[src/rtl/lcd_pkg.sv]
// Shared types and constants for the character-LCD command/data sequencer.
package lcd_pkg;

   localparam int unsigned WORD_W     = 10;
   localparam int unsigned WORD_RS    = 9;
   localparam int unsigned WORD_RW    = 8;
   localparam int unsigned WORD_D_MSB = 7;
   localparam int unsigned WORD_D_LSB = 0;

   localparam logic [7:0] LCD_CLEAR     = 8'h01;
   localparam logic [7:0] LCD_HOME_MASK = 8'hFE;
   localparam logic [7:0] LCD_HOME_VAL  = 8'h02;

   typedef struct packed {
      logic       rs;
      logic       rw;
      logic [7:0] d;
   } lcd_word_t;

   typedef enum logic [2:0] {
      ST_IDLE,
      ST_FETCH,
      ST_SETUP,
      ST_E_HIGH,
      ST_HOLD,
      ST_NWAIT,
      ST_WAIT
   } state_t;

   // Clear display and return home need the long execution wait.
   function automatic logic is_long_cmd(input logic rs, input logic [7:0] d);
      return !rs && ((d == LCD_CLEAR) || ((d & LCD_HOME_MASK) == LCD_HOME_VAL));
   endfunction

endpackage

[src/rtl/lcd_sequencer_if.sv]
// Command-memory, handshake and LCD pin bundle of the sequencer.
interface lcd_sequencer_if
   import lcd_pkg::*;
#(
   parameter int unsigned ADDR_W = 4
);
   logic              i_start;
   logic [ADDR_W-1:0] i_addr_begin;
   logic [ADDR_W-1:0] i_addr_end;
   logic [ADDR_W-1:0] o_addr;
   logic [WORD_W-1:0] i_word;
   logic              o_rs;
   logic              o_rw;
   logic [7:0]        o_db;
   logic              o_e;
   logic              o_busy;
   logic              o_done;

   modport master (
      input  i_start, i_addr_begin, i_addr_end, i_word,
      output o_addr, o_rs, o_rw, o_db, o_e, o_busy, o_done
   );

   modport slave (
      output i_start, i_addr_begin, i_addr_end, i_word,
      input  o_addr, o_rs, o_rw, o_db, o_e, o_busy, o_done
   );
endinterface

[src/rtl/lcd_wait_timer.sv]
// Load-and-count-down timer; o_expire is high during the last of N loaded clocks.
module lcd_wait_timer #(
   parameter  int unsigned MAX_VALUE = 76500,
   localparam int unsigned W         = $clog2(MAX_VALUE + 1)
) (
   input  logic         i_clk,
   input  logic         i_rst_n,
   input  logic         i_load,
   input  logic [W-1:0] i_value,
   output logic         o_expire
);

   logic [W-1:0] count;

   // Expire is precomputed one clock ahead so the owning state exits after exactly N clocks.
   always_ff @(posedge i_clk or negedge i_rst_n) begin
      if (!i_rst_n) begin
         count    <= '0;
         o_expire <= 1'b0;
      end else if (i_load) begin
         count    <= i_value;
         o_expire <= (i_value == W'(1));
      end else if (count != '0) begin
         count    <= count - W'(1);
         o_expire <= (count == W'(2));
      end else begin
         o_expire <= 1'b0;
      end
   end

endmodule

[src/rtl/lcd_sequencer.sv]
// Walks a command-memory address range and issues each word to an HD44780-class
// LCD with setup, registered E pulse, hold and a per-command execution wait.
module lcd_sequencer
   import lcd_pkg::*;
#(
   parameter int unsigned ADDR_W      = 4,
   parameter int unsigned BUS_4BIT    = 0,
   parameter int unsigned E_CYCLES    = 12,
   parameter int unsigned NIBBLE_WAIT = 50,
   parameter int unsigned SHORT_WAIT  = 1850,
   parameter int unsigned LONG_WAIT   = 76500
) (
   input  logic            i_clk,
   input  logic            i_rst_n,
   lcd_sequencer_if.master bus
);

   localparam int unsigned TW          = $clog2(LONG_WAIT + 1);
   localparam bit          NIBBLE_MODE = (BUS_4BIT != 0);

   state_t            state;
   logic [ADDR_W-1:0] end_r;
   logic [7:0]        d_r;
   logic              second_r;

   logic              tmr_load_c;
   logic [TW-1:0]     tmr_value_c;
   logic              tmr_expire;

   lcd_word_t         word_c;
   logic              unused_rw_c;

   assign word_c      = bus.i_word;
   assign unused_rw_c = word_c.rw;

   // The busy flag is never read back, so the bus is write-only.
   assign bus.o_rw = 1'b0;

   lcd_wait_timer #(
      .MAX_VALUE (LONG_WAIT)
   ) u_timer (
      .i_clk    (i_clk),
      .i_rst_n  (i_rst_n),
      .i_load   (tmr_load_c),
      .i_value  (tmr_value_c),
      .o_expire (tmr_expire)
   );

   // Timer is loaded on the edge that enters E_HIGH, NWAIT or WAIT.
   always_comb begin
      tmr_load_c  = 1'b0;
      tmr_value_c = '0;
      case (state)
         ST_SETUP: begin
            tmr_load_c  = 1'b1;
            tmr_value_c = TW'(E_CYCLES);
         end
         ST_HOLD: begin
            tmr_load_c = 1'b1;
            if (NIBBLE_MODE && !second_r)
               tmr_value_c = TW'(NIBBLE_WAIT);
            else if (is_long_cmd(bus.o_rs, d_r))
               tmr_value_c = TW'(LONG_WAIT);
            else
               tmr_value_c = TW'(SHORT_WAIT);
         end
         default: ;
      endcase
   end

   always_ff @(posedge i_clk or negedge i_rst_n) begin
      if (!i_rst_n) begin
         state    <= ST_IDLE;
         end_r    <= '0;
         d_r      <= '0;
         second_r <= 1'b0;
         bus.o_addr <= '0;
         bus.o_rs   <= 1'b0;
         bus.o_db   <= '0;
         bus.o_e    <= 1'b0;
         bus.o_busy <= 1'b0;
         bus.o_done <= 1'b0;
      end else begin
         bus.o_done <= 1'b0;
         case (state)
            ST_IDLE: begin
               // A start coinciding with the done pulse belongs to the finished run.
               if (bus.i_start && !bus.o_done) begin
                  end_r      <= bus.i_addr_end;
                  bus.o_addr <= bus.i_addr_begin;
                  bus.o_busy <= 1'b1;
                  state      <= ST_FETCH;
               end
            end
            ST_FETCH: begin
               d_r      <= word_c.d;
               second_r <= 1'b0;
               bus.o_rs <= word_c.rs;
               bus.o_db <= NIBBLE_MODE ? {word_c.d[7:4], 4'h0} : word_c.d;
               state    <= ST_SETUP;
            end
            ST_SETUP: begin
               bus.o_e <= 1'b1;
               state   <= ST_E_HIGH;
            end
            ST_E_HIGH: begin
               if (tmr_expire) begin
                  bus.o_e <= 1'b0;
                  state   <= ST_HOLD;
               end
            end
            ST_HOLD: begin
               if (NIBBLE_MODE && !second_r) begin
                  second_r <= 1'b1;
                  state    <= ST_NWAIT;
               end else begin
                  state <= ST_WAIT;
               end
            end
            ST_NWAIT: begin
               if (tmr_expire) begin
                  bus.o_db <= {d_r[3:0], 4'h0};
                  state    <= ST_SETUP;
               end
            end
            ST_WAIT: begin
               if (tmr_expire) begin
                  if (bus.o_addr == end_r) begin
                     bus.o_done <= 1'b1;
                     bus.o_busy <= 1'b0;
                     state      <= ST_IDLE;
                  end else begin
                     bus.o_addr <= bus.o_addr + ADDR_W'(1);
                     state      <= ST_FETCH;
                  end
               end
            end
            default: state <= ST_IDLE;
         endcase
      end
   end

endmodule

[src/flat_wrapper.sv]
// flat-port wrapper written by rule: the top's interface ports become plain ports
module lcd_sequencer_flat import lcd_pkg::*;
#(
   parameter int unsigned ADDR_W      = 4,
   parameter int unsigned BUS_4BIT    = 0,
   parameter int unsigned E_CYCLES    = 12,
   parameter int unsigned NIBBLE_WAIT = 50,
   parameter int unsigned SHORT_WAIT  = 1850,
   parameter int unsigned LONG_WAIT   = 76500
)
  (i_clk, i_rst_n, bus_i_start, bus_i_addr_begin, bus_i_addr_end, bus_i_word, bus_o_addr, bus_o_rs, bus_o_rw, bus_o_db, bus_o_e, bus_o_busy, bus_o_done);
  lcd_sequencer_if #(.ADDR_W(ADDR_W)) bus_i ();
  input  logic i_clk;
  input  logic i_rst_n;
  input wire logic [$bits(bus_i.i_start)-1:0] bus_i_start;
  input wire logic [$bits(bus_i.i_addr_begin)-1:0] bus_i_addr_begin;
  input wire logic [$bits(bus_i.i_addr_end)-1:0] bus_i_addr_end;
  input wire logic [$bits(bus_i.i_word)-1:0] bus_i_word;
  output wire logic [$bits(bus_i.o_addr)-1:0] bus_o_addr;
  output wire logic [$bits(bus_i.o_rs)-1:0] bus_o_rs;
  output wire logic [$bits(bus_i.o_rw)-1:0] bus_o_rw;
  output wire logic [$bits(bus_i.o_db)-1:0] bus_o_db;
  output wire logic [$bits(bus_i.o_e)-1:0] bus_o_e;
  output wire logic [$bits(bus_i.o_busy)-1:0] bus_o_busy;
  output wire logic [$bits(bus_i.o_done)-1:0] bus_o_done;
  assign bus_i.i_start = bus_i_start;
  assign bus_i.i_addr_begin = bus_i_addr_begin;
  assign bus_i.i_addr_end = bus_i_addr_end;
  assign bus_i.i_word = bus_i_word;
  assign bus_o_addr = bus_i.o_addr;
  assign bus_o_rs = bus_i.o_rs;
  assign bus_o_rw = bus_i.o_rw;
  assign bus_o_db = bus_i.o_db;
  assign bus_o_e = bus_i.o_e;
  assign bus_o_busy = bus_i.o_busy;
  assign bus_o_done = bus_i.o_done;
  lcd_sequencer #(.ADDR_W(ADDR_W), .BUS_4BIT(BUS_4BIT), .E_CYCLES(E_CYCLES), .NIBBLE_WAIT(NIBBLE_WAIT), .SHORT_WAIT(SHORT_WAIT), .LONG_WAIT(LONG_WAIT)) u_core (.i_clk(i_clk), .i_rst_n(i_rst_n), .bus(bus_i));
endmodule
[config.mk]
export PLATFORM = sky130hd
export DESIGN_NAME = lcd_sequencer_flat
export DESIGN_NICKNAME = d
export VERILOG_FILES = /design/src/rtl/lcd_pkg.sv /design/src/rtl/lcd_sequencer_if.sv /design/src/rtl/lcd_wait_timer.sv /design/src/rtl/lcd_sequencer.sv /design/src/flat_wrapper.sv
export SDC_FILE = /design/constraint.sdc
export NUM_CORES = 1
export LEC_CHECK = 0
export BUFFER_PORTS_ARGS = -buffer_cell sky130_fd_sc_hd__buf_2
export CAP_MARGIN = 10
export CORE_UTILIZATION = 35
export DETAILED_ROUTE_END_ITERATION = 10
export GPL_TIMING_DRIVEN = 0
export SYNTH_ARGS = -nofsm -noshare
export SYNTH_HDL_FRONTEND = slang
export SYNTH_SLANG_ARGS = --single-unit
[constraint.sdc]
create_clock -name i_clk -period 2.56 [get_ports i_clk]
set_input_delay 0.128 -clock i_clk [delete_from_list [all_inputs] [get_ports i_clk]]
set_output_delay 0.128 -clock i_clk [all_outputs]
set_load 0.005 [all_outputs]
==> Yosys cells after proc, flatten, opt, wreduce, memory -nomap -nowiden <==
Index checks and enable logic that the tools add are counted.
{ "word_totals": {"register_bits": 49, "in_bits": 21, "output_inout_bits": 17, "elab_cells": 76} }
{ "classes": {"add_sub_neg": 2, "eq_ne": 17, "muxes": 28, "reduce_logical": 18} }
{ "op_table": {"columns": ["cell", "count"], "rows": [
  ["$mux W17", 3],
  ["$pmux W17 S2", 1],
  ["$pmux W3 S7", 1],
  ["$eq A17 B1 Y1 const B", 1],
  ["$eq A17 B2 Y1 const B", 1],
  ["$reduce_bool A17 Y1", 1],
  ["$sub A17 B1 Y17 const B", 1],
  ["$pmux W8 S2", 1],
  ["$mux W3", 4],
  ["$mux W4", 3],
  ["$reduce_and A4 Y1", 3],
  ["$mux W1", 11],
  ["$eq A3 B3 Y1 const B", 3],
  ["$eq A8 B1 Y1 const B", 1],
  ["$mux W8", 1],
  ["$ne A2 B2 Y1 const B", 4],
  ["$pmux W4 S2", 1],
  ["$reduce_bool A2 Y1", 4],
  ["$eq A7 B1 Y1 const B", 1],
  ["$eq A3 B2 Y1 const B", 2],
  ["$reduce_and A2 Y1", 3],
  ["$add A4 B1 Y4 const B", 1],
  ["$eq A4 B4 Y1", 1],
  ["$ne A2 B1 Y1 const B", 2],
  ["7 further kinds", 10]
]} }

==> Logic depth before layout (Yosys ltp) <==
Gate-level depths: netlist of run 1.
{ "logic_depth": {"word_depth": 7, "mapped_depth": 7, "depth_no_buf": 7} }

==> Cells and area by module <==
A second synthesis of run 1 with hierarchy kept.
{ "unflattened": {"hier_cells": 287, "area_unflattened_um2": 2666.3} }
{ "by_module_without_submodules": {"columns": ["module", "instances", "cells_per_inst", "area_per_inst_um2", "seq_area_each_um2"], "rows": [
  ["lcd_sequencer", 1, 169, 1530.2, 775.7],
  ["lcd_wait_timer", 1, 118, 1136.1, 450.4]
]} }

==> Worst setup path before layout of run 1 <==
No wires, ideal clock.
{ "synth_path": {"path_kind": "register to register", "start": "reg u_core.u_timer.count[0]", "end": "reg u_core.u_timer.count[14]", "setup_time_ps": 142, "t_arrival_ps": 1748, "slack_ps": 670, "path_stages_with_launch": 8, "n_path_buf": 0, "period_less_slack_ps": 1890, "cell_sequence": "dfrtp_1 inv_1 ha_1 nor3b_2 nand3_2 a2111oi_4 xnor2_1 nor2_1"} }
{ "synth_via": {"elab_chain_len": 3, "word_cells_on_any_way": 5, "classes_between": "add/sub: 1; mux: 2; reduce/logical: 2"} }
{ "synth_rtl": {"columns": ["element", "line", "source"], "rows": [
  ["start, declared", "lcd_wait_timer.sv:13", "logic [W-1:0] count;"],
  ["start signal, assigned", "lcd_wait_timer.sv:21", "count <= i_value;"],
  ["start signal, assigned", "lcd_wait_timer.sv:24", "count <= count - W'(1);"],
  ["$sub A17 B1 Y17", "lcd_wait_timer.sv:24", null],
  ["$mux W17", "lcd_wait_timer.sv:23", "end else if (count != '0) begin"],
  ["$mux W17", "lcd_wait_timer.sv:20", "end else if (i_load) begin"]
]} }
Parallel ways exist; a longest one is shown, timed or not. The select of a mux whose other input is x is not followed.
A chain may end at the register's enable or synchronous reset.

==> Final worst setup path of run 1 <==
{ "layout_path": {"start": "reg u_core.u_timer.count[0]", "end": "reg u_core.u_timer.count[1]"} }
Same word-level chain as after synthesis.

==> impl_results.html, run 1 <==
<table>
<tr><th>Metric</th><th>Value</th></tr>
<tr><th colspan="2">Worst setup path</th></tr>
<tr><td>Arrival @ worst endpoint</td><td>2.41 ns</td></tr>
<tr><td>CP Data Required Time</td><td>2.76 ns</td></tr>
<tr><td>CP Class</td><td>reg2reg</td></tr>
<tr><td>Top fanout value on the critical path</td><td>7</td></tr>
<tr><td>Cells on worst reg2reg path</td><td>6</td></tr>
<tr><td>Launching element type of the critical path</td><td>flop</td></tr>
<tr><td>Capturing element type of the critical path</td><td>flop</td></tr>
<tr><th colspan="2">Drt</th></tr>
<tr><td>Total number of vias</td><td>1963</td></tr>
<tr><td>1st-pass router iterations</td><td>4</td></tr>
<tr><td>Routed WL per cell</td><td>13.32 um</td></tr>
<tr><td>Total length of routed wires</td><td>5313 um</td></tr>
<tr><td>Antenna violation net count after detailed routing</td><td>0</td></tr>
<tr><td>Number of DRC violations after detailed-routing iteration 0</td><td>96</td></tr>
<tr><td>Via density per instance</td><td>4.920</td></tr>
<tr><td>Drc violations</td><td>0</td></tr>
<tr><th colspan="2">Pwr</th></tr>
<tr><td>Power share of the sequential group</td><td>50.0%</td></tr>
<tr><td>Clock group share of total power</td><td>18.2%</td></tr>
<tr><td>Static leakage</td><td>0.001286 uW</td></tr>
<tr><td>Power spent charging and discharging nets</td><td>1004 uW</td></tr>
<tr><td>Cell-internal power</td><td>1697 uW</td></tr>
<tr><td>Combinational fraction of design power</td><td>31.7%</td></tr>
<tr><td>Overall Power</td><td>2701 uW</td></tr>
<tr><td>Cell Pwr Density</td><td>928.9 nW/um2</td></tr>
<tr><td>VDD IR max</td><td>0.4704 mV</td></tr>
<tr><td>Switching part of the total power</td><td>37.18%</td></tr>
<tr><th colspan="2">Status</th></tr>
<tr><td>Outcome</td><td>completed</td></tr>
<tr><th colspan="2">Clock network</th></tr>
<tr><td>Clock root buffer</td><td>sky130_fd_sc_hd__clkbuf_8</td></tr>
<tr><td>Hold bufs inserted after CTS</td><td>1</td></tr>
<tr><td>H-tree lvl count</td><td>2</td></tr>
<tr><td>Count of cells resized by post-cts repair</td><td>0</td></tr>
<tr><td>Clock transition at the registers of the reported paths</td><td>0.11 ns</td></tr>
<tr><td>Clock network latency to the later pin of the worst-skew pair</td><td>0.31 ns</td></tr>
<tr><td>Clock buffer count from CTS</td><td>5</td></tr>
<tr><td>CTS tree</td><td>yes</td></tr>
<tr><td>Post-CTS setup buffers</td><td>0</td></tr>
<tr><td>Sinks on the clock net</td><td>49</td></tr>
<tr><td>Clock tree buffer depth</td><td>2</td></tr>
<tr><th colspan="2">Global routing</th></tr>
<tr><td>Via count of the first global-routing pass</td><td>1960</td></tr>
<tr><td>Pin count of the biggest net entering global routing</td><td>50</td></tr>
<tr><td>Global route total overflow</td><td>0</td></tr>
<tr><td>Wire length of the first global-routing pass</td><td>9363 um</td></tr>
<tr><td>Initial antenna violation count</td><td>0</td></tr>
<tr><td>Total Routing Usage GR</td><td>16.11%</td></tr>
<tr><th colspan="2">Die</th></tr>
<tr><td>Die span in x</td><td>86.16 um</td></tr>
<tr><td>Effective utilization at floorplan</td><td>36.28%</td></tr>
<tr><td>Area of the core</td><td>6832 um2</td></tr>
<tr><td>Chip Height</td><td>86.16 um</td></tr>
<tr><td>Total I/O pin count</td><td>38</td></tr>
<tr><td>Die ar.</td><td>7423 um2</td></tr>
<tr><td>Cell row count</td><td>30</td></tr>
<tr><th colspan="2">Placed design</th></tr>
<tr><td>DP Cell Count</td><td>388</td></tr>
<tr><td>Detail Placement HPWL</td><td>3729 um</td></tr>
<tr><td>Placer's final routability congestion estimate</td><td>0.7886</td></tr>
<tr><td>Post-placement setup slack</td><td>0.3356 ns</td></tr>
<tr><td>Count of buffers inserted at the top-level ports</td><td>35</td></tr>
<tr><th colspan="2">Yosys</th></tr>
<tr><td>Synth Area in XOR/XNOR</td><td>5.654%</td></tr>
<tr><td>Count of state elements after synthesis</td><td>49</td></tr>
<tr><td>Compound-cell area share of the yosys netlist</td><td>14.74%</td></tr>
<tr><td>Main combinational cell family by area after synthesis</td><td>simple AND/OR/NAND/NOR gates</td></tr>
<tr><td>Post-synthesis async set-or-reset flop share</td><td>100.0%</td></tr>
<tr><td>Syn_nets</td><td>281</td></tr>
<tr><td>Count of mapped cells out of synthesis</td><td>257</td></tr>
<tr><td>Number of enable flip-flop cells after synthesis</td><td>0</td></tr>
<tr><td>Fraction of synthesized cell area taken by the top area cell type</td><td>49.47%</td></tr>
<tr><td>Biggest area contributors in the synthesized netlist</td><td>sky130_fd_sc_hd__dfrtp_1, sky130_fd_sc_hd__nand2_1, sky130_fd_sc_hd__xnor2_1</td></tr>
<tr><td>Sequential area share after synthesis</td><td>49.47%</td></tr>
<tr><td>Fraction of the mapped netlist area in adder cells</td><td>1.918%</td></tr>
<tr><td>Post-synthesis average cell area</td><td>9.644 um2</td></tr>
<tr><td>Number of distinct standard cells referenced by the synthesized netlist</td><td>51</td></tr>
<tr><td>Summed instance area of the synthesized netlist</td><td>2479 um2</td></tr>
<tr><td>Post-synth top area cell</td><td>sky130_fd_sc_hd__dfrtp_1</td></tr>
<tr><td>Yosys synthesis warning count</td><td>0</td></tr>
<tr><td>Commonest register cell after synthesis</td><td>sky130_fd_sc_hd__dfrtp_1</td></tr>
<tr><td>Mux share of post-synthesis cell area</td><td>2.675%</td></tr>
<tr><td>Simple-Gate Fraction of Synth Area</td><td>22.72%</td></tr>
<tr><th colspan="2">Timing</th></tr>
<tr><td>Achievable frequency</td><td>451.2 MHz</td></tr>
<tr><td>Unrepaired setup endpoints after global routing</td><td>false</td></tr>
<tr><td>Min setup slack post-route</td><td>0.3439 ns</td></tr>
<tr><td>Setup Viol. Count Final</td><td>0</td></tr>
<tr><td>Clk_skew</td><td>0.01063 ns</td></tr>
<tr><td>Remaining max-slew budget at the tightest pin</td><td>46.64%</td></tr>
<tr><td>Total Negative Setup Slacks</td><td>0 ns</td></tr>
<tr><td>Transition time of the tightest slew-check pin</td><td>0.8003 ns</td></tr>
<tr><td>Number of slew-limit violations in the final report</td><td>0</td></tr>
<tr><td>Minimum period implied by the final worst setup slack</td><td>2.216 ns</td></tr>
<tr><td>Final count of hold timing violations</td><td>0</td></tr>
<tr><td>Share of the cycle needed by the critical path after routing</td><td>86.57%</td></tr>
<tr><th colspan="2">Min path</th></tr>
<tr><td>Cell depth of the worst hold path</td><td>3</td></tr>
<tr><td>Worst min-delay path class</td><td>in2reg</td></tr>
<tr><th colspan="2">Layout</th></tr>
<tr><td>Fill cell total of the finished layout</td><td>725</td></tr>
<tr><td>Number of nets in the finished design</td><td>326</td></tr>
<tr><td>Relative area change from synthesis to final layout</td><td>17.31%</td></tr>
<tr><td>Top library cells by usage in the layout, fill and taps aside</td><td>sky130_fd_sc_hd__nand2_1, sky130_fd_sc_hd__dfrtp_1, sky130_fd_sc_hd__buf_2, sky130_fd_sc_hd__a21oi_1, sky130_fd_sc_hd__nor2_1</td></tr>
<tr><td>Final Non-Filler Cells</td><td>399</td></tr>
<tr><td>ANT cells</td><td>0</td></tr>
<tr><td>Share of post-route cells with drive strength above 1</td><td>20.79%</td></tr>
<tr><td>Most common library cell in the layout ignoring fill and taps</td><td>sky130_fd_sc_hd__nand2_1</td></tr>
<tr><th colspan="2">Flow run</th></tr>
<tr><td>Count of max-cap constraint violations</td><td>0</td></tr>
</table>
## routing by layer
layer,global-route usage (%),part of all wire (%),vias to the layer above
li1,-,-,992
met1,21.22,49,923
met2,26.41,47,42
met3,3.272,3.4,6
met4,5.455,1.0,0
met5,0,0,-
## per-stage QoR
stage | utilization, % | hold slack, ns | instance area (um2)
after floorplan | - | -0.1676 | 2479
after CTS | 42.12 | 0.006552 | 2878
final | 42.56 | 0.01671 | 2908
after detailed placement | 40.60 | 0.3234 | 2774
after global placement | 40.60 | 0.3223 | 2774
after global routing | 42.56 | 0.02224 | 2908
## cell type report
type	instances	area [um2]	share of cell area (%)
flip-flops and latches	49	1226	42.17
repair buffers	38	215.2	7.401
inverters	4	15.01	0.5164
well taps	96	120.1	4.131
clock inverters	3	25.02	0.8606
clock buffers	5	68.82	2.367
multi-input cells	193	1186	40.79
plain buffers	11	51.30	1.764
## Yosys cell counts, drive strengths merged (7+ instances only)
| library cell | count |
|---|---|
| nand2 | 51 |
| dfrtp | 49 |
| a21oi | 18 |
| nor2 | 16 |
| xnor2 | 11 |
| o21ai | 10 |
| o22ai | 10 |
| nor3 | 8 |
| clkbuf | 7 |
## flip-flops by register name, indices dropped and copies added, names as in the netlist
register,count
u_core.bus.o_addr,4
u_core.d_r,8
u_core.bus.o_busy,1
u_core.u_timer.count,17
u_core.bus.o_e,1
u_core.u_timer.o_expire,1
u_core.end_r,4
u_core.bus.o_rs,1
u_core.bus.o_done,1
u_core.state,3
u_core.bus.o_db,8
## critical path, cell delays in order, from the launching register on
cell	delay, ns
sky130_fd_sc_hd__dfrtp_1	0.44
sky130_fd_sc_hd__inv_1	0.10
sky130_fd_sc_hd__ha_1	0.20
sky130_fd_sc_hd__nor3b_2	0.49
sky130_fd_sc_hd__nand3_2	0.23
sky130_fd_sc_hd__nor2_1	0.27
sky130_fd_sc_hd__mux2_2	0.37
## worst paths after layout
check	start	endpoint	slack, ns
max	u_core.u_timer.count[0]	u_core.u_timer.count[1]	0.34
min	bus_i_word[2]	u_core.d_r[2]	0.02
max reg2reg	u_core.u_timer.count[0]	u_core.u_timer.count[1]	0.34
min reg2reg	u_core.bus.o_db[0]	u_core.bus.o_db[0]	0.49
max in group asynchronous	i_rst_n	u_core.end_r[3]	1.74
min in group asynchronous	i_rst_n	u_core.u_timer.count[6]	0.31
## kinds of logic (layout without fill, tap and decap cells)
logic type,after synthesis,count (layout)
AO/OA/AOI/OAI,55,55
XOR/XNOR,16,16
adder cells (fa/ha/maj),4,4
buffers and inverters,15,61
flip-flops,49,49
multiplexers,6,6
other,1,1
AND/OR/NAND/NOR,111,111
## power by group through the flow
stage | registers, uW | logic, uW | clock network [uW]
2_1_floorplan | 1310 | 629 | 0
3_3_place_gp | 1360 | 836 | 0
3_5_place_dp | 1370 | 855 | 0
4_1_cts | 1350 | 864 | 515
5_1_grt | 1390 | 999 | 533
6_report | 1350 | 857 | 493
Power figures use the tool's default switching activity.
==> run 2: changes to the inputs <==
--- a/config.mk
+++ b/config.mk
@@ -9,7 +9,6 @@
 export CAP_MARGIN = 10
 export CORE_UTILIZATION = 35
 export DETAILED_ROUTE_END_ITERATION = 10
-export GPL_TIMING_DRIVEN = 0
 export SYNTH_ARGS = -nofsm -noshare
 export SYNTH_HDL_FRONTEND = slang
 export SYNTH_SLANG_ARGS = --single-unit
==> impl_results.html, run 2 (synthesis results as in run 1) <==
<table>
<tr><th>Metric</th><th>Value</th></tr>
<tr><th colspan="2">Status</th></tr>
<tr><td>Outcome</td><td>completed</td></tr>
<tr><th colspan="2">Layout</th></tr>
<tr><td>Most common library cell in the layout ignoring fill and taps</td><td>sky130_fd_sc_hd__nand2_1</td></tr>
<tr><td>ANT cells</td><td>0</td></tr>
<tr><td>Largest registers in the final layout</td><td>u_core.u_timer.count x17, u_core.bus.o_db x8, u_core.d_r x8</td></tr>
<tr><td>Flip-flop count of the largest register after layout</td><td>17</td></tr>
<tr><td>Register ranked first by flip-flop count</td><td>u_core.u_timer.count</td></tr>
<tr><td>Number of nets in the finished design</td><td>318</td></tr>
<tr><td>Top library cells by usage in the layout, fill and taps aside</td><td>sky130_fd_sc_hd__nand2_1, sky130_fd_sc_hd__dfrtp_1, sky130_fd_sc_hd__buf_2, sky130_fd_sc_hd__a21oi_1, sky130_fd_sc_hd__nor2_1</td></tr>
<tr><td>Share of post-route cells with drive strength above 1</td><td>21.02%</td></tr>
<tr><td>Fill cell total of the finished layout</td><td>695</td></tr>
<tr><td>Relative area change from synthesis to final layout</td><td>15.90%</td></tr>
<tr><th colspan="2">Drt</th></tr>
<tr><td>Total length of routed wires</td><td>5394 um</td></tr>
<tr><td>Total number of vias</td><td>1972</td></tr>
<tr><td>Met2 Routed Length</td><td>2553 um</td></tr>
<tr><td>1st-pass router iterations</td><td>4</td></tr>
<tr><td>Drc violations</td><td>0</td></tr>
<tr><td>Via density per instance</td><td>5.043</td></tr>
<tr><td>Antenna violation net count after detailed routing</td><td>0</td></tr>
<tr><td>Total length of routed met3 wires</td><td>179 um</td></tr>
<tr><td>Number of DRC violations after detailed-routing iteration 0</td><td>117</td></tr>
<tr><td>Routed WL per cell</td><td>13.80 um</td></tr>
<tr><td>Highest routing layer actually used</td><td>met4</td></tr>
<tr><td>WL met1</td><td>2571 um</td></tr>
<tr><th colspan="2">Worst setup path</th></tr>
<tr><td>Arrival @ worst endpoint</td><td>2.25 ns</td></tr>
<tr><td>Number of buffers and inverters on the critical path</td><td>0</td></tr>
<tr><td>CP Class</td><td>reg2reg</td></tr>
<tr><td>Capturing element type of the critical path</td><td>flop</td></tr>
<tr><td>CP Data Required Time</td><td>2.78 ns</td></tr>
<tr><td>Highest-delay cell along the critical path</td><td>sky130_fd_sc_hd__nor4_1</td></tr>
<tr><td>Top fanout value on the critical path</td><td>6</td></tr>
<tr><td>Kind of cell with the highest combined delay on the critical path</td><td>simple AND/OR/NAND/NOR gates</td></tr>
<tr><td>Launching element type of the critical path</td><td>flop</td></tr>
<tr><td>Cells traversed along the worst timing path</td><td>nor4_1 -&gt; nand2_2 -&gt; or4_1 -&gt; xor2_1 -&gt; o31ai_2</td></tr>
<tr><td>Maximum cell stage delay along the critical path</td><td>0.56 ns</td></tr>
<tr><th colspan="2">Timing</th></tr>
<tr><td>Final count of hold timing violations</td><td>0</td></tr>
<tr><td>Number of slew-limit violations in the final report</td><td>0</td></tr>
<tr><td>Minimum period implied by the final worst setup slack</td><td>2.024 ns</td></tr>
<tr><td>Transition time of the tightest slew-check pin</td><td>0.6193 ns</td></tr>
<tr><td>Setup Viol. Count Final</td><td>0</td></tr>
<tr><td>Unrepaired setup endpoints after global routing</td><td>false</td></tr>
<tr><td>Clk_skew</td><td>0.008839 ns</td></tr>
<tr><td>Remaining max-slew budget at the tightest pin</td><td>58.28%</td></tr>
<tr><td>Share of the cycle needed by the critical path after routing</td><td>79.07%</td></tr>
<tr><td>Total Negative Setup Slacks</td><td>0 ns</td></tr>
<tr><td>Min setup slack post-route</td><td>0.5358 ns</td></tr>
<tr><td>Achievable frequency</td><td>494.0 MHz</td></tr>
<tr><th colspan="2">Die</th></tr>
<tr><td>Total I/O pin count</td><td>38</td></tr>
<tr><td>Area of the core</td><td>6832 um2</td></tr>
<tr><td>Effective utilization at floorplan</td><td>36.28%</td></tr>
<tr><td>Die ar.</td><td>7423 um2</td></tr>
<tr><td>Die span in x</td><td>86.16 um</td></tr>
<tr><td>Chip Height</td><td>86.16 um</td></tr>
<tr><td>Cell row count</td><td>30</td></tr>
<tr><th colspan="2">Placed design</th></tr>
<tr><td>Detail Placement HPWL</td><td>3621 um</td></tr>
<tr><td>Placer's final routability congestion estimate</td><td>0.7397</td></tr>
<tr><td>Post-placement setup slack</td><td>0.5576 ns</td></tr>
<tr><td>Count of buffers inserted at the top-level ports</td><td>35</td></tr>
<tr><th colspan="2">Clock network</th></tr>
<tr><td>Sinks on the clock net</td><td>49</td></tr>
<tr><td>Clock transition at the registers of the reported paths</td><td>0.10 ns</td></tr>
<tr><td>Clock root buffer</td><td>sky130_fd_sc_hd__clkbuf_8</td></tr>
<tr><td>CTS tree</td><td>yes</td></tr>
<tr><td>Post-CTS setup buffers</td><td>0</td></tr>
<tr><td>H-tree lvl count</td><td>2</td></tr>
<tr><td>Count of cells resized by post-cts repair</td><td>0</td></tr>
<tr><td>Clock tree buffer depth</td><td>2</td></tr>
<tr><td>Clock buffer count from CTS</td><td>5</td></tr>
<tr><td>Clock network latency to the later pin of the worst-skew pair</td><td>0.31 ns</td></tr>
<tr><th colspan="2">Pwr</th></tr>
<tr><td>Cell Pwr Density</td><td>950.7 nW/um2</td></tr>
<tr><td>VDD IR max</td><td>0.5176 mV</td></tr>
<tr><td>Static leakage</td><td>0.001277 uW</td></tr>
<tr><th colspan="2">Global routing</th></tr>
<tr><td>Total Routing Usage GR</td><td>15.44%</td></tr>
<tr><td>Via count of the first global-routing pass</td><td>1880</td></tr>
<tr><td>Global route total overflow</td><td>0</td></tr>
<tr><td>Wire length of the first global-routing pass</td><td>8818 um</td></tr>
<tr><td>Pin count of the biggest net entering global routing</td><td>50</td></tr>
<tr><td>Initial antenna violation count</td><td>0</td></tr>
<tr><th colspan="2">Flow run</th></tr>
<tr><td>Count of max-cap constraint violations</td><td>0</td></tr>
<tr><th colspan="2">Min path</th></tr>
<tr><td>Worst min-delay path class</td><td>in2reg</td></tr>
</table>
-- run 2: cell types whose count changed in the layout (fill, tap and decap cells not counted), sizes merged --
cell | before | now
buf | 40 | 39
clkinvlp | 1 | 0
clkinv | 0 | 1
inv | 6 | 5
clkbuf | 12 | 6
-- run 2: worst min-delay path, cell delays in order --
cell and delay [ns]:
sky130_fd_sc_hd__buf_2 0.09, sky130_fd_sc_hd__nand2_1 0.04, sky130_fd_sc_hd__nand2_1 0.04
-- run 2: worst paths after layout --
check | slack, ns | to | depth (start not counted) | start
max reg2reg | 0.54 | u_core.u_timer.count[11] | 5 | u_core.u_timer.count[1]
max in group asynchronous | 1.70 | u_core.u_timer.count[10] | 3 | i_rst_n
min reg2reg | 0.49 | u_core.bus.o_db[2] | 2 | u_core.bus.o_db[2]
max | 0.54 | u_core.u_timer.count[11] | 5 | u_core.u_timer.count[1]
min in group asynchronous | 0.44 | u_core.u_timer.count[5] | 3 | i_rst_n
min | 0.02 | u_core.d_r[3] | 3 | bus_i_word[3]
-- run 2: timing repair --
action | 4_1_cts | 5_1_grt
endpoints found under the setup margin | 0 | 0
hold buffers | 2 | 0
hold endpoints to repair | 50 | 0
-- run 2: power breakdown --
part	switching, uW	internal, uW	total (uW)	leakage (uW)
Clock	281	225	505	0.0000518
Sequential	302	1060	1360	0.000596
Combinational	421	444	865	0.000630
-- run 2: metrics by stage --
step | util, % | hold slack, ns | total power, uW | cells | cell area, um2
after global routing | 42.05 | 0.01612 | 2943 | 391 | 2873
after detailed placement | 40.29 | 0.2728 | 2232 | 381 | 2753
after global placement | 40.29 | 0.2749 | 2203 | 381 | 2753
final | 42.05 | 0.01544 | 2731 | 391 | 2873
after CTS | 42.05 | 0.006298 | 2760 | 391 | 2873
after floorplan | - | -0.1676 | 1943 | 257 | 2479
-- run 2: metal layers --
layer,vias to the layer above,global-route usage (%)
met1,951,20.44
met5,-,0
met2,35,24.31
met4,0,6.970
li1,978,-
met3,8,3.176
-- run 2: final cells by class --
cell class / count / area (um2) / share of cell area, %
flip-flops and latches: 49 / 1226 / 42.68
multi-input cells: 193 / 1186 / 41.29
repair buffers: 41 / 225.2 / 7.840
well taps: 96 / 120.1 / 4.181
clock buffers: 6 / 82.58 / 2.875
clock inverters: 2 / 17.52 / 0.6098
inverters: 4 / 15.01 / 0.5226
==> run 3: changes to the inputs <==
==> constraint.sdc (replaced) <==
create_clock -name i_clk -period 1.75 [get_ports i_clk]
set_input_delay 0.0875 -clock i_clk [delete_from_list [all_inputs] [get_ports i_clk]]
set_output_delay 0.0875 -clock i_clk [all_outputs]
set_load 0.005 [all_outputs]
==> impl_results.html, run 3 (synthesis results as in run 1) <==
<table>
<tr><th>Metric</th><th>Value</th></tr>
<tr><th colspan="2">Status</th></tr>
<tr><td>Outcome</td><td>complete, but fails checks</td></tr>
<tr><td>Violated checks</td><td>negative setup slack</td></tr>
<tr><th colspan="2">Worst setup path</th></tr>
<tr><td>CP Data Required Time</td><td>1.97 ns</td></tr>
<tr><td>Critical path endpoint</td><td>u_core.u_timer.count[11]</td></tr>
<tr><td>Arrival @ worst endpoint</td><td>1.99 ns</td></tr>
<tr><td>CP Class</td><td>reg2reg</td></tr>
<tr><td>Cells on worst reg2reg path</td><td>6</td></tr>
<tr><td>Cells traversed along the worst timing path</td><td>nor4_4 -&gt; buf_4 -&gt; nand2_2 -&gt; or4_4 -&gt; xor2_1 -&gt; o31ai_2</td></tr>
<tr><td>Launching element type of the critical path</td><td>flop</td></tr>
<tr><td>Reg2Reg Setup Slack</td><td>-0.02 ns</td></tr>
<tr><td>Highest-delay cell along the critical path</td><td>sky130_fd_sc_hd__dfrtp_1</td></tr>
<tr><td>Maximum cell stage delay along the critical path</td><td>0.42 ns</td></tr>
<tr><td>Launch point of the worst path</td><td>u_core.u_timer.count[7]</td></tr>
<tr><td>FF-to-FF End</td><td>u_core.u_timer.count[11]</td></tr>
<tr><td>Worst r2r src</td><td>u_core.u_timer.count[7]</td></tr>
<tr><td>Top fanout value on the critical path</td><td>4</td></tr>
<tr><td>Capturing element type of the critical path</td><td>flop</td></tr>
<tr><th colspan="2">Die</th></tr>
<tr><td>Total I/O pin count</td><td>38</td></tr>
<tr><td>Die span in x</td><td>86.16 um</td></tr>
<tr><td>Effective utilization at floorplan</td><td>36.28%</td></tr>
<tr><td>Die ar.</td><td>7423 um2</td></tr>
<tr><td>Area of the core</td><td>6832 um2</td></tr>
<tr><td>Cell row count</td><td>30</td></tr>
<tr><td>Chip Height</td><td>86.16 um</td></tr>
<tr><th colspan="2">Clock network</th></tr>
<tr><td>Clock root buffer</td><td>sky130_fd_sc_hd__clkbuf_8</td></tr>
<tr><td>Sinks on the clock net</td><td>49</td></tr>
<tr><td>Clock network latency to the later pin of the worst-skew pair</td><td>0.30 ns</td></tr>
<tr><td>H-tree lvl count</td><td>2</td></tr>
<tr><td>Clock transition at the registers of the reported paths</td><td>0.09 ns</td></tr>
<tr><td>Clock buffer count from CTS</td><td>5</td></tr>
<tr><td>Clock tree buffer depth</td><td>2</td></tr>
<tr><td>CTS tree</td><td>yes</td></tr>
<tr><th colspan="2">Layout</th></tr>
<tr><td>Largest registers in the final layout</td><td>u_core.u_timer.count x17, u_core.bus.o_db x8, u_core.d_r x8</td></tr>
<tr><td>Most common library cell in the layout ignoring fill and taps</td><td>sky130_fd_sc_hd__nand2_1</td></tr>
<tr><td>ANT cells</td><td>0</td></tr>
<tr><td>Share of post-route cells with drive strength above 1</td><td>31.67%</td></tr>
<tr><td>Flip-flop count of the largest register after layout</td><td>17</td></tr>
<tr><td>Final Non-Filler Cells</td><td>437</td></tr>
<tr><td>Area used by multi-input combinational logic</td><td>1255 um2</td></tr>
<tr><td>Top library cells by usage in the layout, fill and taps aside</td><td>sky130_fd_sc_hd__nand2_1, sky130_fd_sc_hd__dfrtp_1, sky130_fd_sc_hd__buf_4, sky130_fd_sc_hd__buf_2, sky130_fd_sc_hd__a21oi_1</td></tr>
<tr><td>Register ranked first by flip-flop count</td><td>u_core.u_timer.count</td></tr>
<tr><td>Final cell area excluding filler cells</td><td>3349 um2</td></tr>
<tr><td>Fill cell total of the finished layout</td><td>675</td></tr>
<tr><td>Number of nets in the finished design</td><td>364</td></tr>
<tr><td>Area taken by flip-flops and latches</td><td>1226 um2</td></tr>
<tr><td>Relative area change from synthesis to final layout</td><td>35.13%</td></tr>
<tr><th colspan="2">Global routing</th></tr>
<tr><td>Total Routing Usage GR</td><td>16.63%</td></tr>
<tr><td>Pin count of the biggest net entering global routing</td><td>32</td></tr>
<tr><td>Initial antenna violation count</td><td>0</td></tr>
<tr><td>Global route total overflow</td><td>0</td></tr>
<tr><td>Via count of the first global-routing pass</td><td>2127</td></tr>
<tr><td>Wire length of the first global-routing pass</td><td>9666 um</td></tr>
<tr><th colspan="2">Timing</th></tr>
<tr><td>Number of slew-limit violations in the final report</td><td>0</td></tr>
<tr><td>Share of the cycle needed by the critical path after routing</td><td>101.2%</td></tr>
<tr><td>Min setup slack post-route</td><td>-0.02098 ns</td></tr>
<tr><td>Final count of hold timing violations</td><td>0</td></tr>
<tr><td>Minimum period implied by the final worst setup slack</td><td>1.771 ns</td></tr>
<tr><td>Unrepaired setup endpoints after global routing</td><td>true</td></tr>
<tr><td>Remaining max-slew budget at the tightest pin</td><td>58.85%</td></tr>
<tr><td>Transition time of the tightest slew-check pin</td><td>0.6108 ns</td></tr>
<tr><td>Achievable frequency</td><td>564.7 MHz</td></tr>
<tr><td>Setup Viol. Count Final</td><td>1</td></tr>
<tr><td>Clk_skew</td><td>0.006382 ns</td></tr>
<tr><th colspan="2">Placed design</th></tr>
<tr><td>Count of buffers inserted at the top-level ports</td><td>35</td></tr>
<tr><td>Post-placement setup slack</td><td>-0.02721 ns</td></tr>
<tr><td>Detail Placement HPWL</td><td>4101 um</td></tr>
<tr><td>Area post-placement</td><td>3013 um2</td></tr>
<tr><td>DP Cell Count</td><td>411</td></tr>
<tr><td>Placer's final routability congestion estimate</td><td>0.8311</td></tr>
<tr><th colspan="2">Pwr</th></tr>
<tr><td>Power spent charging and discharging nets</td><td>1619 uW</td></tr>
<tr><td>Clock group share of total power</td><td>17.9%</td></tr>
<tr><td>Combinational fraction of design power</td><td>41.2%</td></tr>
<tr><td>Static leakage</td><td>0.001521 uW</td></tr>
<tr><td>Switching part of the total power</td><td>34.42%</td></tr>
<tr><td>VDD IR max</td><td>0.7929 mV</td></tr>
<tr><td>Power share of the sequential group</td><td>40.8%</td></tr>
<tr><td>Cell-internal power</td><td>3085 uW</td></tr>
<tr><td>Cell Pwr Density</td><td>1404 nW/um2</td></tr>
<tr><th colspan="2">Drt</th></tr>
<tr><td>1st-pass router iterations</td><td>4</td></tr>
<tr><td>Number of DRC violations after detailed-routing iteration 0</td><td>63</td></tr>
<tr><td>Drc violations</td><td>0</td></tr>
<tr><td>Routed WL per cell</td><td>13.01 um</td></tr>
<tr><td>Total number of vias</td><td>2118</td></tr>
<tr><td>Total length of routed wires</td><td>5686 um</td></tr>
<tr><td>Antenna violation net count after detailed routing</td><td>0</td></tr>
<tr><td>Via density per instance</td><td>4.847</td></tr>
<tr><th colspan="2">Min path</th></tr>
<tr><td>Cell depth of the worst hold path</td><td>2</td></tr>
<tr><td>Worst min-delay path class</td><td>in2reg</td></tr>
<tr><th colspan="2">Flow run</th></tr>
<tr><td>Count of max-cap constraint violations</td><td>0</td></tr>
</table>
## run 3: per-stage QoR
step           util, %  hold slack [ns]  setup TNS (ns)  power [uW]
6_report         49.03          0.01266        -0.02098        4704
5_1_grt          49.03         0.008725         -0.2792        5071
4_1_cts          47.97         0.004422        -0.01890        4621
3_5_place_dp     44.10          0.05843        -0.02721        3662
3_3_place_gp     44.10          0.05674        -0.01204        3614
2_1_floorplan        -          -0.2081        -0.03551        2893
## run 3: worst min path at each step
stage / from / slack (ns) / end
after floorplan: i_rst_n / -0.21 / u_core.bus.o_addr[0]
after global placement: i_rst_n / 0.06 / u_core.end_r[2]
after detailed placement: i_rst_n / 0.06 / u_core.end_r[2]
after CTS: bus_i_addr_end[0] / 0.004 / u_core.end_r[0]
after global routing: bus_i_addr_end[0] / 0.009 / u_core.end_r[0]
final: bus_i_addr_end[0] / 0.01 / u_core.end_r[0]
## run 3: layout make-up
type	count	share of cell area, %
multi-input combinational	193	37.47
sequential	49	36.61
tap	96	3.586
clock inverter	2	1.121
inverter	4	0.4483
timing repair buffer	87	18.30
clock buffer	6	2.465
## run 3: power by group through the flow
stage / Clock (uW) / Combinational (uW) / Sequential (uW)
2_1_floorplan: 0 / 963 / 1930
3_3_place_gp: 0 / 1690 / 1920
3_5_place_dp: 0 / 1730 / 1930
4_1_cts: 866 / 1840 / 1910
5_1_grt: 913 / 2180 / 1980
6_report: 842 / 1940 / 1920
## run 3: what timing repair did
action,4_1_cts,5_1_grt
endpoints found under the hold margin,30,1
pin swaps,1,3
resized for setup,1,10
hold buffers,10,1
buffers inserted,5,2
setup endpoints to repair,1,14
## run 3: worst max-delay path: cells and delay by family, from the launching register on
family          cells  cell delay [ns]
xor+xnor            1             0.16
flops               1             0.42
buf+inv             1             0.18
compound gates      1             0.17
simple gates        3             0.76
## run 3: metal layers
layer | routed length [um] | share of wire, % | up-vias | GRT usage [%]
met4 | 76 | 1.3 | 0 | 5.000
met5 | 0 | 0 | - | 0
li1 | - | - | 1069 | -
met2 | 2830 | 50 | 36 | 29.00
met3 | 161 | 2.8 | 5 | 2.984
met1 | 2618 | 46 | 1008 | 20.98
